`src/rtl/uart_pkg.sv`:
```
// rtl/uart_pkg.sv - shared types and default constants for the UART transmit path
//
// Contents:
//   tx_state_t        transmitter FSM state encoding
//   CLKS_PER_BIT_DEF  default clock cycles per serial bit
//   DATA_BITS_DEF     default data bits per frame
package uart_pkg;

   typedef enum logic [2:0] {
      IDLE,
      START,
      DATA,
      PARITY,
      STOP
   } tx_state_t;

   localparam int CLKS_PER_BIT_DEF = 10;
   localparam int DATA_BITS_DEF    = 8;

endpackage

```
`src/rtl/tx_bit_timer.sv`:
```
// rtl/tx_bit_timer.sv - bit-period counter producing a terminal-count strobe
//
// Ports:
//   clk       system clock, rising edge
//   n_rst     synchronous active-low reset
//   enable    count while high; the count holds while low
//   clear     force the count back to 0 (wins over enable)
//   bit_tick  high during the last cycle of each bit period while enabled
module tx_bit_timer
   import uart_pkg::*;
#(
   parameter int CLKS_PER_BIT = CLKS_PER_BIT_DEF
) (
   input  logic clk,
   input  logic n_rst,
   input  logic enable,
   input  logic clear,
   output logic bit_tick
);

   // A single-cycle bit period still needs a 1-bit counter; it simply stays 0.
   localparam int              CW   = (CLKS_PER_BIT > 1) ? $clog2(CLKS_PER_BIT) : 1;
   localparam logic [CW-1:0]   TERM = CW'(CLKS_PER_BIT - 1);

   logic [CW-1:0] cnt;

   always_ff @(posedge clk) begin
      if (!n_rst) begin
         cnt <= '0;
      end else if (clear) begin
         cnt <= '0;
      end else if (enable) begin
         cnt <= (cnt == TERM) ? '0 : cnt + CW'(1);
      end
   end

   assign bit_tick = enable && (cnt == TERM);

endmodule

```
`src/rtl/uart_tx.sv`:
```
// rtl/uart_tx.sv - UART serial transmitter (start, LSB-first data, optional parity, stop)
//
// Build option: define UART_TX_PARITY_EN to insert an even-parity bit between
// the data bits and the stop bit.
//
// Ports:
//   clk         system clock, rising edge
//   n_rst       synchronous active-low reset; aborts any frame, line goes high
//   tx_data     byte to send, captured only when a start is accepted
//   tx_start    level request to send; ignored while a frame is in flight
//   serial_out  registered serial line, idles high
//   tx_busy     high from start bit through stop bit
//   tx_done     one-cycle pulse on the edge the stop bit completes
module uart_tx
   import uart_pkg::*;
#(
   parameter int CLKS_PER_BIT = CLKS_PER_BIT_DEF,
   parameter int DATA_BITS    = DATA_BITS_DEF
) (
   input  logic                 clk,
   input  logic                 n_rst,
   input  logic [DATA_BITS-1:0] tx_data,
   input  logic                 tx_start,
   output logic                 serial_out,
   output logic                 tx_busy,
   output logic                 tx_done
);

   localparam int            IW       = $clog2(DATA_BITS);
   localparam logic [IW-1:0] LAST_IDX = IW'(DATA_BITS - 1);

   tx_state_t            state, state_next;
   logic [DATA_BITS-1:0] shift_reg, shift_next;
   logic [IW-1:0]        bit_idx, idx_next;
   logic                 serial_next;
   logic                 busy_next;
   logic                 done_next;
   logic                 accept;
   logic                 bit_tick;
`ifdef UART_TX_PARITY_EN
   logic                 parity_q, parity_next;
`endif

   tx_bit_timer #(
      .CLKS_PER_BIT(CLKS_PER_BIT)
   ) u_timer (
      .clk      (clk),
      .n_rst    (n_rst),
      .enable   (state != IDLE),
      .clear    (accept),
      .bit_tick (bit_tick)
   );

   always_ff @(posedge clk) begin
      if (!n_rst) begin
         state      <= IDLE;
         shift_reg  <= '0;
         bit_idx    <= '0;
         serial_out <= 1'b1;
         tx_busy    <= 1'b0;
         tx_done    <= 1'b0;
`ifdef UART_TX_PARITY_EN
         parity_q   <= 1'b0;
`endif
      end else begin
         state      <= state_next;
         shift_reg  <= shift_next;
         bit_idx    <= idx_next;
         serial_out <= serial_next;
         tx_busy    <= busy_next;
         tx_done    <= done_next;
`ifdef UART_TX_PARITY_EN
         parity_q   <= parity_next;
`endif
      end
   end

   // serial_out is registered, so each branch drives the line value that
   // belongs to the state being entered, not the state being left.
   always_comb begin
      state_next  = state;
      shift_next  = shift_reg;
      idx_next    = bit_idx;
      serial_next = serial_out;
      busy_next   = tx_busy;
      done_next   = 1'b0;
      accept      = 1'b0;
`ifdef UART_TX_PARITY_EN
      parity_next = parity_q;
`endif

      case (state)
         IDLE: begin
            serial_next = 1'b1;
            busy_next   = 1'b0;
            if (tx_start) begin
               accept      = 1'b1;
               shift_next  = tx_data;
               idx_next    = '0;
               state_next  = START;
               serial_next = 1'b0;
               busy_next   = 1'b1;
`ifdef UART_TX_PARITY_EN
               parity_next = ^tx_data;
`endif
            end
         end

         START: begin
            if (bit_tick) begin
               state_next  = DATA;
               serial_next = shift_reg[0];
            end
         end

         DATA: begin
            if (bit_tick) begin
               if (bit_idx == LAST_IDX) begin
`ifdef UART_TX_PARITY_EN
                  state_next  = PARITY;
                  serial_next = parity_q;
`else
                  state_next  = STOP;
                  serial_next = 1'b1;
`endif
               end else begin
                  // Bit 1 becomes the new LSB, so it is the next line value.
                  shift_next  = shift_reg >> 1;
                  idx_next    = bit_idx + IW'(1);
                  serial_next = shift_reg[1];
               end
            end
         end

`ifdef UART_TX_PARITY_EN
         PARITY: begin
            if (bit_tick) begin
               state_next  = STOP;
               serial_next = 1'b1;
            end
         end
`endif

         STOP: begin
            if (bit_tick) begin
               state_next  = IDLE;
               serial_next = 1'b1;
               busy_next   = 1'b0;
               done_next   = 1'b1;
            end
         end

         default: begin
            state_next  = IDLE;
            serial_next = 1'b1;
            busy_next   = 1'b0;
         end
      endcase
   end

endmodule
```
`config.mk`:
```
export PLATFORM = sky130hd
export DESIGN_NAME = uart_tx
export DESIGN_NICKNAME = d
export VERILOG_FILES = /design/src/rtl/uart_pkg.sv /design/src/rtl/tx_bit_timer.sv /design/src/rtl/uart_tx.sv
export SDC_FILE = /design/constraint.sdc
export NUM_CORES = 1
export LEC_CHECK = 0
export BUFFER_PORTS_ARGS = -buffer_cell sky130_fd_sc_hd__buf_2
export CAP_MARGIN = 15
export CELL_PAD_IN_SITES_DETAIL_PLACEMENT = 2
export CELL_PAD_IN_SITES_GLOBAL_PLACEMENT = 2
export CORE_ASPECT_RATIO = 0.8
export CORE_MARGIN = 2
export CORE_UTILIZATION = 37
export DETAILED_ROUTE_END_ITERATION = 12
export PLACE_DENSITY_LB_ADDON = 0.08
export SLEW_MARGIN = 15
export SYNTH_ARGS = -nofsm -noshare
export SYNTH_HDL_FRONTEND = slang
export SYNTH_SLANG_ARGS = --single-unit
```
`constraint.sdc`:
```
create_clock -name clk -period 2.3 [get_ports clk]
set_input_delay 0.345 -clock clk [delete_from_list [all_inputs] [get_ports clk]]
set_output_delay 0.345 -clock clk [all_outputs]
set_load 0.01 [all_outputs]
```
== Word level (Yosys, flattened, before mapping) ==
Index checks and enable logic that the tools add are counted.
W data, S select, Z words.

* Reductions and logical operators: 11
* $lt $le $gt $ge: 0
* Mux-type cells: 26
* Multipliers: 0
* Bitwise gates (word level): 2
* Eq/ne operators: 11
* Shift operators: 0
* Div/mod/pow operators: 0
* $add $sub $neg: 2

{| class="wikitable"
|+ Operator list
! operator !! count
|-
| $mux W3 || 8
|-
| $mux W8 || 3
|-
| $pmux W8 S2 || 1
|-
| $ne A2 B2 Y1 const B || 6
|-
| $pmux W3 S4 || 1
|-
| $mux W1 || 9
|-
| $eq A3 B3 Y1 const B || 2
|-
| $pmux W3 S2 || 1
|-
| $reduce_and A5 Y1 || 1
|-
| $add A4 B1 Y4 const B || 1
|-
| $eq A4 B4 Y1 const B || 1
|-
| $mux W4 || 1
|-
| $pmux W1 S4 || 1
|-
| $reduce_and A2 Y1 || 2
|-
| $reduce_and A4 Y1 || 1
|-
| $reduce_or A2 Y1 || 2
|-
| $add A3 B1 Y3 const B || 1
|-
| $eq A3 B1 Y1 const B || 1
|-
| $eq A3 B2 Y1 const B || 1
|-
| $logic_not A3 Y1 || 1
|-
| $pmux W1 S3 || 1
|-
| $reduce_and A3 Y1 || 1
|-
| $reduce_bool A3 Y1 || 1
|-
| $not A1 Y1 || 2
|-
| other kinds (2) || 2
|}

* Output and inout bits: 3
* Bits of input ports: 11
* Bits in writable memories: 0
* Bits in registers: 21
* ROM bits: 0
* Logic and storage cells: 59
* Latch bits: 0
* Memories kept: 0

== Depth between registers and ports, before layout ==
Gate-level depths: netlist (run 1).

* Depth in word-level cells: 4
* Depth in mapped cells: 6
* Gate-level depth less buffers: 5

== Cells and area by module ==
From an unflattened synthesis (run 1), not the netlist that was laid out.

* Cell total of the unflattened synthesis: 116
* Area total of the unflattened synthesis: 1,013.5 um^2

{| class="wikitable"
|+ By module, submodules not included
! module !! times used !! area an instance (um^2) !! sequential area each (um^2) !! cells each
|-
| uart_tx || 1 || 825.8 || 340.3 || 95
|-
| tx_bit_timer || 1 || 187.7 || 80.1 || 21
|}

== Worst setup path before layout (run 1) ==
Ideal clock, no wire load.

* Path kind: register to register
* Start point: register u_timer.cnt[1]
* End point: register bit_idx[0]
* Slack: 0.903 ns
* Arrival: 1.325 ns
* Cell stages (with the launch flop): 7
* Data required time: 2.228 ns
* Library setup time: 0.072 ns
* Period minus slack after synthesis: 1.397 ns
* Path buffers: 2
* Cell sequence: dfxtp_1 and4bb_1 buf_6 and3b_1 o21ai_2 buf_6 mux2i_1

* Word-level cells in the longest chain between the ends: 4

{| class="wikitable"
|+ RTL lines
! what !! RTL line !! text
|-
| start, declared || tx_bit_timer.sv:25 || <nowiki>logic [CW-1:0] cnt;</nowiki>
|-
| start signal, assigned || tx_bit_timer.sv:33 || <nowiki>cnt <= (cnt == TERM) ? '0 : cnt + CW'(1);</nowiki>
|-
| $eq A4 B4 Y1 || tx_bit_timer.sv:37 || <nowiki>assign bit_tick = enable && (cnt == TERM);</nowiki>
|-
| $logic_and A1 B1 Y1 || tx_bit_timer.sv:37 ||
|-
| $ne A2 B2 Y1 (no source line) || -- ||
|-
| $reduce_and A4 Y1 (no source line) || -- ||
|-
| end signal, assigned || uart_tx.sv:68 || <nowiki>bit_idx <= idx_next;</nowiki>
|-
| end, declared || uart_tx.sv:34 || <nowiki>logic [IW-1:0] bit_idx, idx_next;</nowiki>
|}

Every way passes these cells.
A chain may end at the register's enable or synchronous reset.

== Worst setup path after layout (run 1) ==
* Start point: register u_timer.cnt[2]
* End point: register shift_reg[7]

* Word-level cells in the longest chain between the ends: 4

{| class="wikitable"
|+ RTL lines
! what !! RTL line !! text
|-
| $eq A4 B4 Y1 || tx_bit_timer.sv:37 ||
|-
| $logic_and A1 B1 Y1 || tx_bit_timer.sv:37 ||
|-
| $ne A2 B2 Y1 (no source line) || -- ||
|-
| $reduce_and A4 Y1 (no source line) || -- ||
|-
| end signal, assigned || uart_tx.sv:67 || <nowiki>shift_reg <= shift_next;</nowiki>
|-
| end, declared || uart_tx.sv:33 || <nowiki>logic [DATA_BITS-1:0] shift_reg, shift_next;</nowiki>
|}

Every way passes these cells.

==> run_results.csv, run 1 <==
group,metric,value,unit
run_status,status,"finished clean",
worst_setup_path,reg2reg_depth,4,
place,numPlacedInstances,178,
detailed_routing,drc,0,
die,core_area,3040,µm²
global_routing,grt_overflow,0,
die,ios,14,
sta,drv_slew,0,
worst_setup_path,cp-end-kind,"register",
worst_setup_path,crit_start,"u_timer.cnt[2]",
flow_run,maxCapViolations,0,
global_routing,grt_max_degree,35,
min_path,hp-class,"in2reg",
power,p_clk_frac,0.340,
clocking,clockBufferDepth,2,
worst_setup_path,arrival,2080,ps
sta,fin_crit,1899,ps
detailed_routing,num_vias,950,
power,power_frac_comb,0.110,
clocking,cts-root-buf,"clkbuf_8",
die,die_y,54.16,µm
min_path,holdPathStages,3,
yosys,syn_inst,134,
yosys,yosys.cell_types.count,38,
detailed_routing,first_pass_iters,4,
worst_setup_path,reg2reg_slack,400,ps
worst_setup_path,cp.required,2480,ps
yosys,seq_area_frac_synth,0.3613,
die,die_w,66.70,µm
place,io_buffers,13,
clocking,cts.sinks,21,
sta,hold_viol,0,
power,netSwitchingPower,0.1788,mW
clocking,cts_max_level,1,
final_layout,drive_gt1_frac,0.1901,
sta,finClkSkew,10.75,ps
power,total_power,0.7145,mW
final_layout,areaGrowthSynthToFinish,9.893,%
detailed_routing,ant_nets,0,
sta,tightest_slew,758.3,ps
worst_setup_path,path_class,"reg2reg",
final_layout,final_nets,156,
clocking,cts_hold_buf,0,
power,vdd_drop_max,0.0002408,V
clocking,cts_buffers,3,
clocking,post_cts_buffers,0,
worst_setup_path,cp-start-kind,"register",
sta,setup_viol,0,
die,start_util,0.3827,
die,rows,18,
global_routing,antenna_found_initial,0,
yosys,synth_seq_cells,21,
final_layout,diodes,0,
yosys,synth_edf_count,0,
worst_setup_path,rr_endpoint,"shift_reg[7]",
clocking,clk_pin_slew,80,ps
yosys,synth_warnings,0,
global_routing,grtUsageTotal,0.1774,
worst_setup_path,timing.rr.start,"u_timer.cnt[2]",
place,hpwlAfterDp,2010,µm
detailed_routing,drt-initial-drc-count,64,
detailed_routing,wl_per_cell,15.24,µm
final_layout,fin_cells,182,
detailed_routing,via_per_inst,5.220,
power,leakagePower,0.5482,nW
min_path,hold_path_startpoint,"tx_data[7]",
power,powerDensity,558.7,nW/µm²
yosys,avgSynthCellArea,8.684,µm²
sta,fmax,0.5266,GHz
yosys,async_reset_ff_frac,0,
die,dieArea,3612,µm²
power,p_int,0.5357,mW
sta,rsz0062_at_grt,"no",
sta,fin_tns_setup,0,ps
min_path,hold-path-endpoint,"shift_reg[7]",
place,globalplace.congestion,0.7202,
detailed_routing,routed_wl,2774,µm
sta,final_critical_path_setup_slack,400.9,ps
yosys,synth_nets,147,
final_layout,largest_register_ffs,8,
place,place_ws,408.7,ps
yosys,synth_flop_cell,"dfxtp_1",
yosys,synth_area,1164,µm²
sta,slew_headroom,0.4944,
clocking,clock_latency,260,ps
global_routing,grt_pass1_wl,4774,µm
clocking,cts_tree,"built",
power,power_frac_seq,0.550,
clocking,cts_resized,0,
final_layout,fin_util,0.4206,
sta,post-route-period-util,0.8257,
power,swShare,0.2502,
worst_setup_path,critPathMaxFanout,11,
global_routing,first_global_vias,978,
metrics by stage:
stage | hold WS, ps | instance area (µm²)
6_report | 377.1 | 1279
3_3_place_gp | 441.0 | 1232
2_1_floorplan | 434.6 | 1164
4_1_cts | 373.8 | 1279
3_5_place_dp | 459.3 | 1232
5_1_grt | 378.7 | 1279
logic make-up (layout without fill, tap and decap cells):
family | count (synthesis) | after routing | synth area share
simple gates | 57 | 57 | 0.2548
flops | 21 | 21 | 0.3613
mux | 20 | 20 | 0.1796
compound gates | 19 | 19 | 0.1118
buf+inv | 13 | 21 | 0.05591
fa+ha+maj | 2 | 2 | 0.02150
xor+xnor | 2 | 2 | 0.01506
how the worst max path moves through the flow:
| stage | endpoint | slack [ps] | depth (start not counted) |
|---|---|---|---|
| 5_1_grt | shift_reg[4] | 210 | 4 |
| 3_3_place_gp | bit_idx[0] | 480 | 4 |
| 6_report | shift_reg[7] | 400 | 4 |
| 3_5_place_dp | shift_reg[2] | 410 | 4 |
| 4_1_cts | shift_reg[7] | 380 | 4 |
| 2_1_floorplan | bit_idx[0] | 900 | 6 |
layer usage:
layer / global-route usage / vias up / part of all wire
met3: 0.04393 / 0 / 0.023
met5: 0 / - / 0
met2: 0.3217 / 8 / 0.50
met1: 0.2211 / 460 / 0.48
li1: - / 482 / -
met4: 0.02041 / 0 / 0
cell usage in the layout, fill, tap and decap left out, types with 2 or more instances in the layout:
cell type	instances
o2bb2ai_1	2
o21ai_1	4
and3_1	3
or3_1	2
nand3b_1	2
nand2b_1	2
ha_1	2
mux2i_1	13
a22oi_1	2
dfxtp_1	21
nor2b_1	3
buf_2	13
clkbuf_8	3
nor3_1	2
inv_1	3
nor2_1	9
o21ai_0	3
nand3_1	3
nand2_1	23
mux2_2	7
a21oi_1	2
critical path, stage by stage (launching register included):
cell	delay, ps
dfxtp_1	390
and4bb_1	340
and3b_1	230
o21ai_2	590
mux2i_1	260
cell usage after synthesis (2+ instances only):
cell | number | area (µm²)
nand2_1 | 23 | 86.33
dfxtp_1 | 21 | 420.4
mux2i_1 | 13 | 130.1
nor2_1 | 9 | 33.78
clkbuf_1 | 7 | 26.28
mux2_2 | 7 | 78.83
o21ai_1 | 4 | 20.02
and3_1 | 3 | 18.77
inv_1 | 3 | 11.26
nand3_1 | 3 | 15.01
nor2b_1 | 3 | 18.77
o21ai_0 | 3 | 15.01
a21oi_1 | 2 | 10.01
a22oi_1 | 2 | 15.01
buf_6 | 2 | 22.52
ha_1 | 2 | 25.02
nand2b_1 | 2 | 12.51
nand3b_1 | 2 | 15.01
nor3_1 | 2 | 10.01
o2bb2ai_1 | 2 | 17.52
or3_1 | 2 | 12.51
layout make-up:
cell class                      count  area [µm²]
Fill cell                         361        1762
Multi-Input combinational cell    100       678.2
Sequential cell                    21       420.4
Timing Repair Buffer               14       72.57
Tap cell                           40       50.05
Clock buffer                        3       41.29
Inverter                            3       11.26
Clock inverter                      1       5.005
power by group through the flow:
stage	logic, mW	clock network, mW	registers (mW)
detailed placement	0.0799	0	0.402
floorplan	0.0606	0	0.396
global placement	0.0754	0	0.400
finish	0.0788	0.243	0.393
global route	0.0889	0.275	0.396
CTS	0.0803	0.258	0.393
Note: power is estimated with default switching activity, not from simulation.
==> run 2, diff against run 1 <==
Settings changed: ABC_AREA set to 1, CORE_UTILIZATION 37 to 27.
Clock period 2.3 ns to 1.6 ns, I/O delays scaled along.
==> run_results.csv, run 2 <==
group,metric,value,unit
run_status,status,"finished clean",
detailed_routing,first_pass_iters,4,
final_layout,seqCellArea,421.7,µm²
yosys,synth_area,1067,µm²
detailed_routing,drt-initial-drc-count,16,
min_path,hp-class,"in2reg",
detailed_routing,wl_met1,1627,µm
yosys,synth_nets,178,
global_routing,grt_pass1_wl,5368,µm
yosys,syn_inst,165,
yosys,synth_xor_area_frac,0,
yosys,synth_top_family_by_area,"simple AND/OR/NAND/NOR gates",
sta,fin_crit,1564,ps
worst_setup_path,arrival,1760,ps
die,core_area,3804,µm²
final_layout,drive_gt1_frac,0.1946,
worst_setup_path,reg2reg_slack,40,ps
worst_setup_path,cp_cell_sequence,"ha_1, ha_1, inv_2, nand3_4, nand2_4, buf_6, nand4_1, a21oi_1",
sta,fin_tns_setup,0,ps
yosys,yosys-top-cells-area,"dfxtp_1 (39%), nand2_1 (18%), nor2_1 (9.1%)",
power,powerDensity,2092,nW/µm²
die,die_w,74.29,µm
sta,fmax,0.6393,GHz
clocking,clockBufferDepth,2,
detailed_routing,routed_wl,3242,µm
clocking,cts_max_level,1,
global_routing,grtUsageTotal,0.1583,
place,hpwlAfterDp,2325,µm
yosys,seq_area_frac_synth,0.3939,
yosys,synth_top_area_cell,"dfxtp_1",
final_layout,largest_register_ffs,8,
sta,hold_viol,0,
place,place_area,1200,µm²
yosys,netlist.area_leader.share,0.3939,
global_routing,grt_overflow,0,
clocking,clk_pin_slew,90,ps
sta,slew_headroom,0.7935,
yosys,yosys.cell_types.count,19,
final_layout,areaGrowthSynthToFinish,25.09,%
die,ios,14,
worst_setup_path,cp.buffers_inverters,2,
clocking,cts_tree,"built",
yosys,avgSynthCellArea,6.468,µm²
worst_setup_path,path_delay_family,"adder cells",
yosys,synth_warnings,0,
yosys,synth-compound-area-share,0.08558,
worst_setup_path,critical_path.max_stage_delay,340,ps
final_layout,final_common_cell,"nand2_1",
yosys,synth_most_common_cell,"nand2_1",
clocking,clock_latency,280,ps
worst_setup_path,path_common_cell,"ha_1",
clocking,cts_hold_buf,0,
power,vdd_drop_max,0.0005878,V
place,io_buffers,13,
yosys,synth_common_cells,"nand2_1 (50), nor2_1 (26), inv_1 (22)",
place,globalplace.congestion,0.7679,
detailed_routing,drc,0,
detailed_routing,dr.max_layer_used,"met4",
sta,post-route-period-util,0.9776,
sta,setup_viol,0,
sta,finClkSkew,11.48,ps
yosys,async_reset_ff_frac,0,
final_layout,fill_cells,473,
clocking,cts.sinks,21,
sta,final_critical_path_setup_slack,35.81,ps
final_layout,final_nets,199,
worst_setup_path,slowest_stage,"dfxtp_2",
detailed_routing,wl_met3,83,µm
worst_setup_path,critPathMaxFanout,4,
sta,drv_slew,0,
detailed_routing,via_per_inst,4.579,
power,leakagePower,0.6269,nW
place,place_ws,13.02,ps
die,die_y,60.24,µm
global_routing,grt_max_degree,18,
flow_run,maxCapViolations,0,
die,rows,20,
yosys,synthSimpleGateAreaFrac,0.3869,
die,dieArea,4475,µm²
detailed_routing,wl_per_cell,13.51,µm
die,start_util,0.2806,
final_layout,final_cell_mix,"nand2_1 (48), nor2_1 (26), inv_1 (21), dfxtp_1 (20), buf_2 (13)",
final_layout,fin_util,0.3510,
final_layout,diodes,0,
yosys,synthMuxAreaShare,0,
final_layout,final_area,1335,µm²
yosys,synth_flop_cell,"dfxtp_1",
worst_setup_path,cp-end-kind,"register",
clocking,cts_buffers,3,
yosys,synth_edf_count,0,
worst_setup_path,path_class,"reg2reg",
detailed_routing,ant_nets,0,
power,total_power,2.792,mW
clocking,cts-root-buf,"clkbuf_8",
sta,tightest_slew,307.4,ps
final_layout,multi_input_area,606.8,µm²
worst_setup_path,cp.required,1800,ps
global_routing,antenna_found_initial,0,
detailed_routing,num_vias,1099,
global_routing,first_global_vias,1116,
yosys,synthAdderAreaFrac,0.02345,
worst_setup_path,cp-start-kind,"register",
detailed_routing,route.met2.wl,1494,µm
yosys,synth_seq_cells,21,
-- run 2: cells by family after synthesis --
kind of cell | count (synthesis)
flops | 21
fa+ha+maj | 2
compound gates | 18
buf+inv | 27
simple gates | 97
-- run 2: repair_timing --
action,CTS,global route
resized for setup,1,14
pin swaps,0,6
setup endpoints to repair,1,13
endpoints found under the hold margin,0,0
setup buffers,0,1
cloned,1,1
-- run 2: path summary, 6_finish.rpt --
kind / start / to / depth (start not counted)
max: bit_idx[0] / bit_idx[0] / 8
min reg2reg: shift_reg[7] / shift_reg[7] / 2
min: tx_data[7] / shift_reg[7] / 3
max reg2reg: bit_idx[0] / bit_idx[0] / 8
-- run 2: cell type report --
class                           count  share of cell area
Clock buffer                        4             0.03374
Inverter                           23             0.06467
Multi-Input combinational cell    119              0.4545
Sequential cell                    21              0.3158
Tap cell                           55             0.05155
Timing Repair Buffer               18             0.07966
-- run 2: metal layers --
metal / vias up / global-route usage
met5: - / 0
met4: 0 / 0.03061
met3: 4 / 0.04047
met2: 12 / 0.2589
met1: 523 / 0.2128
li1: 560 / -
-- run 2: worst reg2reg max path, cell delays in order (launching register included) --
cell     delay [ps]
dfxtp_2         340
ha_1            200
ha_1            190
inv_2            70
nand3_4         100
nand2_4         150
buf_6           130
nand4_1         120
a21oi_1         180
-- run 2: through the flow --
stage / hold WS [ps] / cells
floorplan: 360.4 / 165
global placement: 448.9 / 233
detailed placement: 466.2 / 233
CTS: 258.4 / 238
global route: 268.9 / 240
finish: 263.2 / 240
-- run 2: where the power goes --
group | internal (mW) | switching, mW
combinational | 0.544 | 1.07
sequential | 0.696 | 0.110
clock | 0.179 | 0.195
total | 1.42 | 1.37
==> run 3, diff against run 2 <==
Settings changed: CORE_UTILIZATION 27 to 30.
Clock period 1.6 ns to 1.45 ns, I/O delays scaled along.
==> run_results.csv, run 3 (same netlist as run 2, synthesis figures left out) <==
group,metric,value,unit
run_status,status,"finished clean",
final_layout,final_common_cell,"nand2_1",
min_path,holdPathStages,3,
sta,fin_crit,1410,ps
place,globalplace.congestion,0.7412,
sta,tightest_slew,299.8,ps
worst_setup_path,crit_start,"bit_idx[0]",
die,core_area,3423,µm²
place,numPlacedInstances,222,
final_layout,fin_cells,233,
sta,post-route-period-util,0.9727,
clocking,cts_buffers,3,
die,die_y,57.35,µm
final_layout,fill_cells,417,
sta,rsz0062_at_grt,"yes",
clocking,clock_latency,270,ps
clocking,cts-root-buf,"clkbuf_8",
global_routing,grtUsageTotal,0.1907,
power,vdd_drop_max,0.001009,V
die,start_util,0.3118,
sta,fin_tns_setup,0,ps
sta,finClkSkew,4.163,ps
clocking,cts_tree,"built",
detailed_routing,drc,0,
final_layout,diodes,0,
detailed_routing,via_per_inst,4.940,
global_routing,grt_overflow,0,
sta,slew_headroom,0.8002,
detailed_routing,num_vias,1151,
sta,setup_viol,0,
clocking,clk_pin_slew,80,ps
die,dieArea,4054,µm²
clocking,cts_hold_buf,0,
worst_setup_path,cp-start-kind,"register",
final_layout,largest_register_ffs,8,
global_routing,antenna_found_initial,0,
worst_setup_path,endpoint,"bit_idx[1]",
worst_setup_path,path_class,"reg2reg",
detailed_routing,first_pass_iters,4,
power,leakagePower,0.6567,nW
worst_setup_path,arrival,1570,ps
sta,hold-worst-slack,262.0,ps
sta,drv_slew,0,
place,place_ws,-98.32,ps
global_routing,grt_max_degree,18,
global_routing,first_global_vias,1183,
sta,fmax,0.7090,GHz
worst_setup_path,reg2reg_slack,40,ps
clocking,cts.sinks,21,
place,hpwlAfterDp,2277,µm
clocking,cts_max_level,1,
die,die_w,70.69,µm
die,rows,19,
sta,hold_viol,0,
die,ios,14,
worst_setup_path,cp.required,1610,ps
final_layout,fin_util,0.4214,
flow_run,maxCapViolations,0,
clocking,clockBufferDepth,2,
worst_setup_path,rr_endpoint,"bit_idx[1]",
detailed_routing,ant_nets,0,
global_routing,grt_pass1_wl,5996,µm
detailed_routing,drt-initial-drc-count,31,
final_layout,final_cell_mix,"nand2_1 (43), nor2_1 (23), inv_1 (20), dfxtp_1 (17), buf_2 (13)",
final_layout,areaGrowthSynthToFinish,35.17,%
worst_setup_path,cp-end-kind,"register",
sta,final_critical_path_setup_slack,39.55,ps
detailed_routing,wl_per_cell,16.25,µm
place,io_buffers,13,
worst_setup_path,critPathMaxFanout,9,
worst_setup_path,timing.rr.start,"bit_idx[0]",
min_path,hp-class,"in2reg",
final_layout,final_nets,205,
power,powerDensity,2413,nW/µm²
final_layout,drive_gt1_frac,0.2984,
worst_setup_path,reg2reg_depth,8,
detailed_routing,routed_wl,3787,µm
==> run 3: cell count changes in the layout (fill, tap and decap cells not counted), moves of 3 or more <==
cell and change:
buf_4 +6, nand2_2 +4, nor2_1 -3, dfxtp_1 -3
nor2_2 +3, nand2_1 -5
==> run 3: power breakdown <==
group | total [mW] | internal [mW] | leakage (nW) | switching [mW]
combinational | 2.15 | 0.785 | 0.460 | 1.36
sequential | 0.922 | 0.776 | 0.174 | 0.147
clock | 0.411 | 0.197 | 0.0228 | 0.214
total | 3.48 | 1.76 | 0.657 | 1.72
==> run 3: worst min path at each step <==
stage,from,to,slack (ps)
after global routing,tx_data[7],shift_reg[7],270
after detailed placement,bit_idx[2],bit_idx[2],470
after CTS,tx_data[7],shift_reg[7],260
after global placement,tx_busy,tx_busy,450
final,tx_data[7],shift_reg[7],260
after floorplan,n_rst,state[2],340
==> run 3: per-layer routing <==
metal,vias to the layer above,track usage,routed length [µm]
met1,561,0.2596,1833
met4,0,0.02426,34
met3,5,0.04240,105
met5,-,0,0
met2,11,0.3218,1814
li1,574,-,-
==> run 3: timing repair <==
action                                  in CTS  in global routing
cloned                                       2                  0
endpoints found under the setup margin      13                 18
gates resized for setup                     12                 24
pin swaps                                    4                 12
setup buffers                                2                  3
==> run 3: critical path: stages (launching register included) <==
cell and delay [ps]:
dfxtp_4 370, ha_4 170, ha_4 160, inv_2 60, nand3_4 100, nand2_8 110, nand3_4 150, nand2_1 130
a21oi_2 60
==> run 3: area by class of cell <==
type                       instances  area [µm²]  area share
multi-input combinational        119       679.4      0.4709
sequential                        21       427.9      0.2966
timing repair buffer              24       151.4      0.1049
inverter                          23       86.33     0.05984
clock buffer                       4       45.04     0.03122
tap                               42       52.55     0.03643
==> run 3: metrics by stage <==
step,cell area [µm²],power (mW)
2_1_floorplan,1067,2.037
5_1_grt,1443,3.797
3_5_place_dp,1199,2.441
4_1_cts,1328,3.100
6_report,1443,3.481
3_3_place_gp,1199,2.342
